==> src/rtl/key_debouncer.sv <==
// key_debouncer
//
// Purpose:
//   Cleans up the board's active-low pushbuttons so that downstream pattern
//   logic (speed/direction control for the LED scanner) sees exactly one
//   event per physical press. Each key goes through a two-flop synchronizer
//   followed by its own four-state debounce machine with a single counter.
//
// Parameters:
//   NUM_KEYS        - number of independent pushbuttons
//   DEBOUNCE_CYCLES - consecutive stable synchronized samples needed to
//                     accept a change (2..65535)
//   REPEAT_DELAY    - cycles held before the first auto-repeat pulse
//   REPEAT_PERIOD   - cycles between later auto-repeat pulses
//
// Ports:
//   CLOCK_50    in   system clock, everything on its rising edge
//   reset       in   synchronous, active-high reset
//   KEY         in   raw asynchronous pushbuttons, 0 = pressed
//   key_down    out  debounced level, 1 = held
//   key_press   out  one-cycle pulse on accepted press (and auto-repeat)
//   key_release out  one-cycle pulse on accepted release
//
// Build option:
//   KEY_AUTOREPEAT_EN - when defined, a held key emits repeated key_press
//                       pulses after REPEAT_DELAY, then every REPEAT_PERIOD
//                       cycles. When undefined, no repeat logic exists and
//                       each accepted press yields exactly one pulse.

module key_debouncer #(
    parameter int NUM_KEYS        = 2,
    parameter int DEBOUNCE_CYCLES = 16,
    parameter int REPEAT_DELAY    = 64,
    parameter int REPEAT_PERIOD   = 16
) (
    input  logic                CLOCK_50,
    input  logic                reset,
    input  logic [NUM_KEYS-1:0] KEY,
    output logic [NUM_KEYS-1:0] key_down,
    output logic [NUM_KEYS-1:0] key_press,
    output logic [NUM_KEYS-1:0] key_release
);

    // Counter is sized from the largest interval it may ever have to hold,
    // with one spare bit so the terminal compare never needs a wrap.
    localparam int MAX_AB     = (DEBOUNCE_CYCLES > REPEAT_DELAY) ? DEBOUNCE_CYCLES : REPEAT_DELAY;
    localparam int MAX_CYCLES = (MAX_AB > REPEAT_PERIOD) ? MAX_AB : REPEAT_PERIOD;
    localparam int CNT_W      = $clog2(MAX_CYCLES) + 1;

    localparam logic [CNT_W-1:0] CNT_ZERO = '0;
    localparam logic [CNT_W-1:0] CNT_ONE  = CNT_W'(1);
    localparam logic [CNT_W-1:0] DEB_LAST = CNT_W'(DEBOUNCE_CYCLES - 1);

`ifdef KEY_AUTOREPEAT_EN
    localparam logic [CNT_W-1:0] REP_DELAY_LAST  = CNT_W'(REPEAT_DELAY - 1);
    localparam logic [CNT_W-1:0] REP_PERIOD_LAST = CNT_W'(REPEAT_PERIOD - 1);
`else
    localparam logic [CNT_W-1:0] CNT_MAX = {CNT_W{1'b1}};
`endif

    // Debounce machine states
    localparam logic [1:0] ST_IDLE         = 2'd0;
    localparam logic [1:0] ST_PRESS_WAIT   = 2'd1;
    localparam logic [1:0] ST_HELD         = 2'd2;
    localparam logic [1:0] ST_RELEASE_WAIT = 2'd3;

    logic [NUM_KEYS-1:0] sync_meta;
    logic [NUM_KEYS-1:0] sync_stable;
    logic [NUM_KEYS-1:0] pressed;

    // Two-flop synchronizer for every key. Flops come out of reset as
    // "released" (1) so a key held through reset is seen as a fresh press.
    always_ff @(posedge CLOCK_50) begin
        if (reset) begin
            sync_meta   <= '1;
            sync_stable <= '1;
        end else begin
            sync_meta   <= KEY;
            sync_stable <= sync_meta;
        end
    end

    // Flip polarity once here so the state machines work in "1 = pressed".
    assign pressed = ~sync_stable;

    for (genvar i = 0; i < NUM_KEYS; i++) begin : g_key

        logic [1:0]       state;
        logic [CNT_W-1:0] count;
        logic             down;
        logic             press_pulse;
        logic             release_pulse;
`ifdef KEY_AUTOREPEAT_EN
        logic             repeat_flag;
`endif

        // Per-key debounce machine. The wait states count consecutive
        // samples that disagree with the accepted level; any agreeing
        // sample sends the machine back and discards the partial count.
        // Pulses default low every cycle so each one lasts a single clock,
        // and press/release come from mutually exclusive branches.
        always_ff @(posedge CLOCK_50) begin
            if (reset) begin
                state         <= ST_IDLE;
                count         <= CNT_ZERO;
                down          <= 1'b0;
                press_pulse   <= 1'b0;
                release_pulse <= 1'b0;
`ifdef KEY_AUTOREPEAT_EN
                repeat_flag   <= 1'b0;
`endif
            end else begin
                press_pulse   <= 1'b0;
                release_pulse <= 1'b0;

                case (state)
                    ST_IDLE: begin
                        if (pressed[i]) begin
                            count <= CNT_ONE;
                            state <= ST_PRESS_WAIT;
                        end
                    end

                    ST_PRESS_WAIT: begin
                        if (!pressed[i]) begin
                            count <= CNT_ZERO;
                            state <= ST_IDLE;
                        end else if (count == DEB_LAST) begin
                            count       <= CNT_ZERO;
                            state       <= ST_HELD;
                            down        <= 1'b1;
                            press_pulse <= 1'b1;
`ifdef KEY_AUTOREPEAT_EN
                            repeat_flag <= 1'b0;
`endif
                        end else begin
                            count <= count + 1'b1;
                        end
                    end

                    ST_HELD: begin
                        if (!pressed[i]) begin
                            count <= CNT_ONE;
                            state <= ST_RELEASE_WAIT;
                        end else begin
`ifdef KEY_AUTOREPEAT_EN
                            // First repeat waits the long delay, every
                            // later one the shorter period.
                            if (count == (repeat_flag ? REP_PERIOD_LAST : REP_DELAY_LAST)) begin
                                count       <= CNT_ZERO;
                                repeat_flag <= 1'b1;
                                press_pulse <= 1'b1;
                            end else begin
                                count <= count + 1'b1;
                            end
`else
                            // Nothing consumes this count without repeat;
                            // it simply saturates instead of wrapping.
                            if (count != CNT_MAX) begin
                                count <= count + 1'b1;
                            end
`endif
                        end
                    end

                    ST_RELEASE_WAIT: begin
                        if (pressed[i]) begin
                            // Bounce during release: back to held with the
                            // count cleared (repeat flag deliberately kept).
                            count <= CNT_ZERO;
                            state <= ST_HELD;
                        end else if (count == DEB_LAST) begin
                            count         <= CNT_ZERO;
                            state         <= ST_IDLE;
                            down          <= 1'b0;
                            release_pulse <= 1'b1;
                        end else begin
                            count <= count + 1'b1;
                        end
                    end

                    default: begin
                        count <= CNT_ZERO;
                        state <= ST_IDLE;
                        down  <= 1'b0;
                    end
                endcase
            end
        end

        assign key_down[i]    = down;
        assign key_press[i]   = press_pulse;
        assign key_release[i] = release_pulse;
    end

endmodule

==> config.mk <==
export PLATFORM = sky130hd
export DESIGN_NAME = key_debouncer
export DESIGN_NICKNAME = d
export VERILOG_FILES = /design/src/rtl/key_debouncer.sv
export SDC_FILE = /design/constraint.sdc
export NUM_CORES = 1
export LEC_CHECK = 0
export CAP_MARGIN = 40
export CORE_ASPECT_RATIO = 1.4
export CORE_MARGIN = 2
export CORE_UTILIZATION = 57
export DETAILED_ROUTE_END_ITERATION = 8
export PLACE_DENSITY_LB_ADDON = 0.3
export SYNTH_ARGS = -nofsm -noshare
export SYNTH_HDL_FRONTEND = slang
export SYNTH_SLANG_ARGS = --single-unit
==> constraint.sdc <==
create_clock -name CLOCK_50 -period 1.85 [get_ports CLOCK_50]
set_input_delay 0.185 -clock CLOCK_50 [delete_from_list [all_inputs] [get_ports CLOCK_50]]
set_output_delay 0.185 -clock CLOCK_50 [all_outputs]
set_load 0.05 [all_outputs]
==> results of run 1 <==
-- flip-flops by register name, summed over array words and instances (netlist names), named ones only --
name                 count
sync_meta                2
g_key.release_pulse      2
g_key.state              2
g_key.press_pulse        2
g_key.down               2
sync_stable              2
g_key.count             14
-- final cells by class --
class | instances | share of cell area
inverters | 3 | 0.00724
well taps | 34 | 0.0274
repair buffers | 11 | 0.0676
clock buffers | 3 | 0.0145
multi-input cells | 121 | 0.523
flip-flops and latches | 28 | 0.360
-- cells in the final DEF, fill, tap and decap left out, types with 3 or more instances in the layout --
cell,n
xnor2_1,3
a21oi_1,4
nand3_1,6
nor3_1,4
and3_1,3
xor2_1,7
dfxtp_1,28
o21ai_0,6
clkbuf_4,3
inv_1,3
a21o_1,3
clkdlybuf4s50_1,9
or2_2,4
nor2_1,23
mux2i_1,4
nand2b_1,3
nand2_1,12
-- layer usage --
layer / track usage / vias to the layer above / part of all wire
met5: 0 / - / 0
met4: 0.104 / 0 / 0.022
met3: 0.0367 / 6 / 0.015
met2: 0.365 / 9 / 0.55
met1: 0.217 / 531 / 0.41
li1: - / 572 / -
-- timing repair --
action / 4_1_cts / 5_1_grt
resized for setup: 0 / 1
setup buffers: 0 / 0
endpoints found under the setup margin: 0 / 4
-- power by group --
part	internal, mW	switching (mW)
clock	0.0762	0.161
sequential	0.619	0.0174
combinational	0.0453	0.0608
total	0.740	0.239
-- kinds of logic (layout without fill, tap and decap cells) --
kind of cell,Yosys count,after routing,synth area share
fa+ha+maj,2,2,0.0168
simple gates,70,70,0.259
compound gates,35,35,0.185
xor+xnor,10,10,0.0590
mux,4,4,0.0270
flops,28,28,0.377
buf+inv,18,17,0.0758
-- cell usage after synthesis, types with 2 or more instances --
library cell,number
o21ai_0,6
mux2i_1,4
nand3_1,6
clkbuf_1,2
dfxtp_1,28
or2_2,4
xor2_1,7
inv_1,3
o21a_1,2
and3_1,4
buf_2,3
a21oi_1,4
nor4_1,2
buf_6,2
nand2_1,12
ha_1,2
o21ai_1,2
o21bai_1,2
xnor2_1,3
nor2_1,23
nor3_1,4
a21o_1,3
buf_4,7
nand2b_1,3
o2111ai_1,2
-- path summary, 6_finish.rpt --
kind                            cells past startpoint              start  slack, ns           endpoint
worst min register to register                      1       sync_meta[1]       0.43     sync_stable[1]
worst max register to register                      6  g_key[1].count[0]       0.18  g_key[1].count[5]
worst max-delay path                                1      g_key[0].down       0.16        key_down[0]
worst min-delay path                                2             KEY[1]       0.42       sync_meta[1]
-- through the flow --
stage	setup slack, ns	instances	utilization
2_1_floorplan	0.364	167	-
3_3_place_gp	0.201	197	0.627
3_5_place_dp	0.112	197	0.627
4_1_cts	0.0792	200	0.636
5_1_grt	0.0582	200	0.636
6_report	0.156	200	0.636
==> metrics.yaml, run 1 <==
status: "finished, final reports clean"
drv_cap: 0
clock_skew_ns: 0.00144
ys.flop_type: "dfxtp_1"
p_leak_nw: 0.590
end_kind: "output port"
powerDensity_nw_per_um2: 629
root_buffer: "clkbuf_4"
cts_tree: "built"
required_ns: 1.66
worstMarginPinSlew_ns: 0.495
drt_iter0_markers: 15
start_util: 0.608
crit_type: "reg -> out"
hold_class: "in -> reg"
grt.overflow.total: 0
synth_cell_types: 52
vias: 1118
synth_area_leaders: "dfxtp_1 (38%), nor2_1 (5.8%), xor2_1 (4.1%)"
syn_area_per_cell_um2: 8.89
port_buffers: 9
crit_buf_inv: 1
cts_max_level: 1
setup_violations: 0
grt_first_pass_wirelength_um: 4590
clock-sinks: 28
finalWirelength_um: 2600
min_period_ns: 1.69
antenna_cells: 0
nets: 174
cp.arrival_ns: 1.51
maxSlewViolCount: 0
ant_nets: 0
holdBufCountCts: 0
antenna_found_initial: 0
ir_drop_v: 0.000413
cp_top_family: "buffers and inverters"
core_area_um2: 2440
cts_buffer_depth: 2
dp.final_hpwl_um: 1970
relSlewSlack: 0.669
crit_slowest_cell: "clkdlybuf4s50_1"
worst_skew_pair.late_latency_ns: 0.31
rsz0062_at_grt: "no"
syn-num-nets: 173
multi_input_area_um2: 813
slowest_delay_ns: 0.81
async_flop_share: 0
cp-start-kind: "register"
grt_max_degree: 20
die_h_um: 64.4
postPlaceCellArea_um2: 1530
synth-seq-cells: 28
numCtsBuffers: 3
rows: 21
power.total_uw: 979
viasPerCell: 5.59
grt_pass1_vias: 1112
hold-worst-slack_ns: 0.419
synth_area_um2: 1490
fmax_ghz: 0.590
finalHoldViolCount: 0
crit_path_max_fanout: 3
fin_area_um2: 1560
avgRoutedWirePerCell_um: 13.0
fill_cells: 231
crit_chain: "clkdlybuf4s50_1"
place_congestion: 0.878
grt_use_total: 0.206
pin_count: 10
dieArea_um2: 3040
first_pass_iters: 4
ys_seq_area_frac: 0.377
area_growth_pct: 4.72
synth_top_area_frac: 0.377
drc: 0
ys.warnings.count: 0
seq_area_um2: 561
synth_edf_count: 0
synth_cells: 167
clkSlewWorstSetupHoldPaths_ns: 0.13
tns_ns: 0
timing.final.crit_share: 0.916
drive_gt1_frac: 0.133
die_x_um: 47.1
synth_area_leader_cell: "dfxtp_1"
Power figures use the tool's default switching activity.
==> run 2: changes to the inputs <==
--- a/config.mk
+++ b/config.mk
@@ -5,6 +5,7 @@
 export SDC_FILE = /design/constraint.sdc
 export NUM_CORES = 1
 export LEC_CHECK = 0
+export ABC_CLOCK_PERIOD_IN_PS = 1850
 export CAP_MARGIN = 40
 export CORE_ASPECT_RATIO = 1.4
 export CORE_MARGIN = 2
==> results of run 2 <==
Same layout as run 1: the final DEF is identical, and so are final timing and power.
==> RTL change: new RTL, settings of run 2 <==
Add a define of `KEY_AUTOREPEAT_EN`.
--- a/src/rtl/key_debouncer.sv
+++ b/src/rtl/key_debouncer.sv
@@ -26,6 +26,8 @@
 //                       pulses after REPEAT_DELAY, then every REPEAT_PERIOD
 //                       cycles. When undefined, no repeat logic exists and
 //                       each accepted press yields exactly one pulse.
+
+`define KEY_AUTOREPEAT_EN
 
 module key_debouncer #(
     parameter int NUM_KEYS        = 2,
Check against the original RTL: no difference found for any inputs over 10 cycles, from zero or initial values and one cycle with reset high; that may be too few to reach the edited logic, so the function may still have changed.
==> RTL change against run 2 <==
Register-to-register slack got worse by 0.07 ns. Clock skew grew 0.0076 ns. Worst setup slack lost 0.050 ns. Routed wire length grew 50%. Design area rose by 28%. Sequential cell count rose by 2. Critical path depth rose by 6. Synthesized area rose by 21%. Via count rose by 39%.
Power is not compared: it rests on default switching activity, and its combinational part moved more than twofold at a synthesized area within 25%.
==> RTL change: results (changes against run 2) <==
metric;value;unit;change
area post-placement;1890;µm²;+24%
RePlAce Congestion;0.899;;+2.3%
clk_skew;0.00904;ns;+0.00760 ns
Num CTS Buffers;5;;+2
Crit path largest cell delay;0.34;ns;-0.47 ns
reg-to-reg slack, setup;0.11;ns;-0.07 ns
Post-Syn Nets;231;;+34%
Setup CP Type;reg -> reg;;
clock latency on the worst-skew pair;0.29;ns;-0.02 ns
DR WL/cell;15.0;µm;+15%
Synth area leaders;dfxtp_1, ha_1, a21oi_1;;
layout cells sized above 1;0.163;;+0.0304
capture point of the worst path;g_key[0].count[4]$_SDFFE_PP0N_;;
nets@finish;237;;+36%
Post-synth top cells;dfxtp_1, nand2_1, a21oi_1;;
met3 usage;0.0598;;+0.0231
Crit path arrival time;1.96;ns;+0.45 ns
Avg Cell Area, Syn;8.36;µm²;-6.0%
fillers;275;;+19%
1st-iter DRT viols;49;;+34
DP Worst Slack;0.117;ns;+0.00477 ns
worst min-delay path startpoint;sync_meta[1]$_SDFF_PP1_;;
via count;1554;;+39%
largest net degree at the start of global routing;18;;-10%
HPWL Detailed;2900;µm;+47%
Clk pin slew, worst setup/hold paths;0.07;ns;-0.06 ns
Placed Cells;253;;+28%
H-tree levels;2;;+1
Worst path slowest cell;dfxtp_1;;
CP max FO;7;;+4
Max Freq;574;MHz;-2.9%
first-pass GRT wire length;6750;µm;+47%
status;finished, final reports clean;;
RTL change: through the flow:
step / utilization / hold slack (ns)
floorplan: - / 0.289
global placement: 0.618 / 0.391
detailed placement: 0.618 / 0.395
CTS: 0.644 / 0.405
global route: 0.651 / 0.420
finish: 0.651 / 0.398
RTL change: logic make-up (layout without fill, tap and decap cells):
kind of cell	Yosys count	in the layout	share of synthesized area
compound gates	62	62	0.245
xor+xnor	3	3	0.0146
fa+ha+maj	12	12	0.0835
buf+inv	27	33	0.0703
flops	30	30	0.334
mux	2	2	0.0118
simple gates	79	79	0.241
RTL change: timing repair:
item,4_1_cts,5_1_grt
gates resized for setup,0,5
setup endpoints to repair,0,4
buffers inserted,0,0
RTL change: worst max-delay path: cells and delay by family, from the launching register on:
family / cells / cell delay (ns)
and+or+nand+nor: 2 / 0.45
AOI/OAI and AO/OA: 3 / 0.48
DFF: 1 / 0.34
buffers and inverters: 1 / 0.13
adders and majority gates: 1 / 0.26
RTL change: cell type report:
class                   instances  area share
well taps                      39      0.0245
inverters                      12      0.0226
multi-input cells             158       0.548
flip-flops and latches         30       0.301
clock inverters                 2     0.00502
repair buffers                 14      0.0640
clock buffers                   5      0.0345
RTL change: per-layer routing:
metal / vias up / share of wire
li1: 774 / -
met1: 745 / 0.39
met2: 28 / 0.56
met3: 7 / 0.027
met4: 0 / 0.020
met5: - / 0
RTL change: where the power goes:
group / switching [W] / internal, W / total (W)
clock: 0.000245 / 0.000252 / 0.000497
combinational: 0.000389 / 0.000269 / 0.000658
sequential: 0.0000570 / 0.000704 / 0.000761
total: 0.000691 / 0.00122 / 0.00192
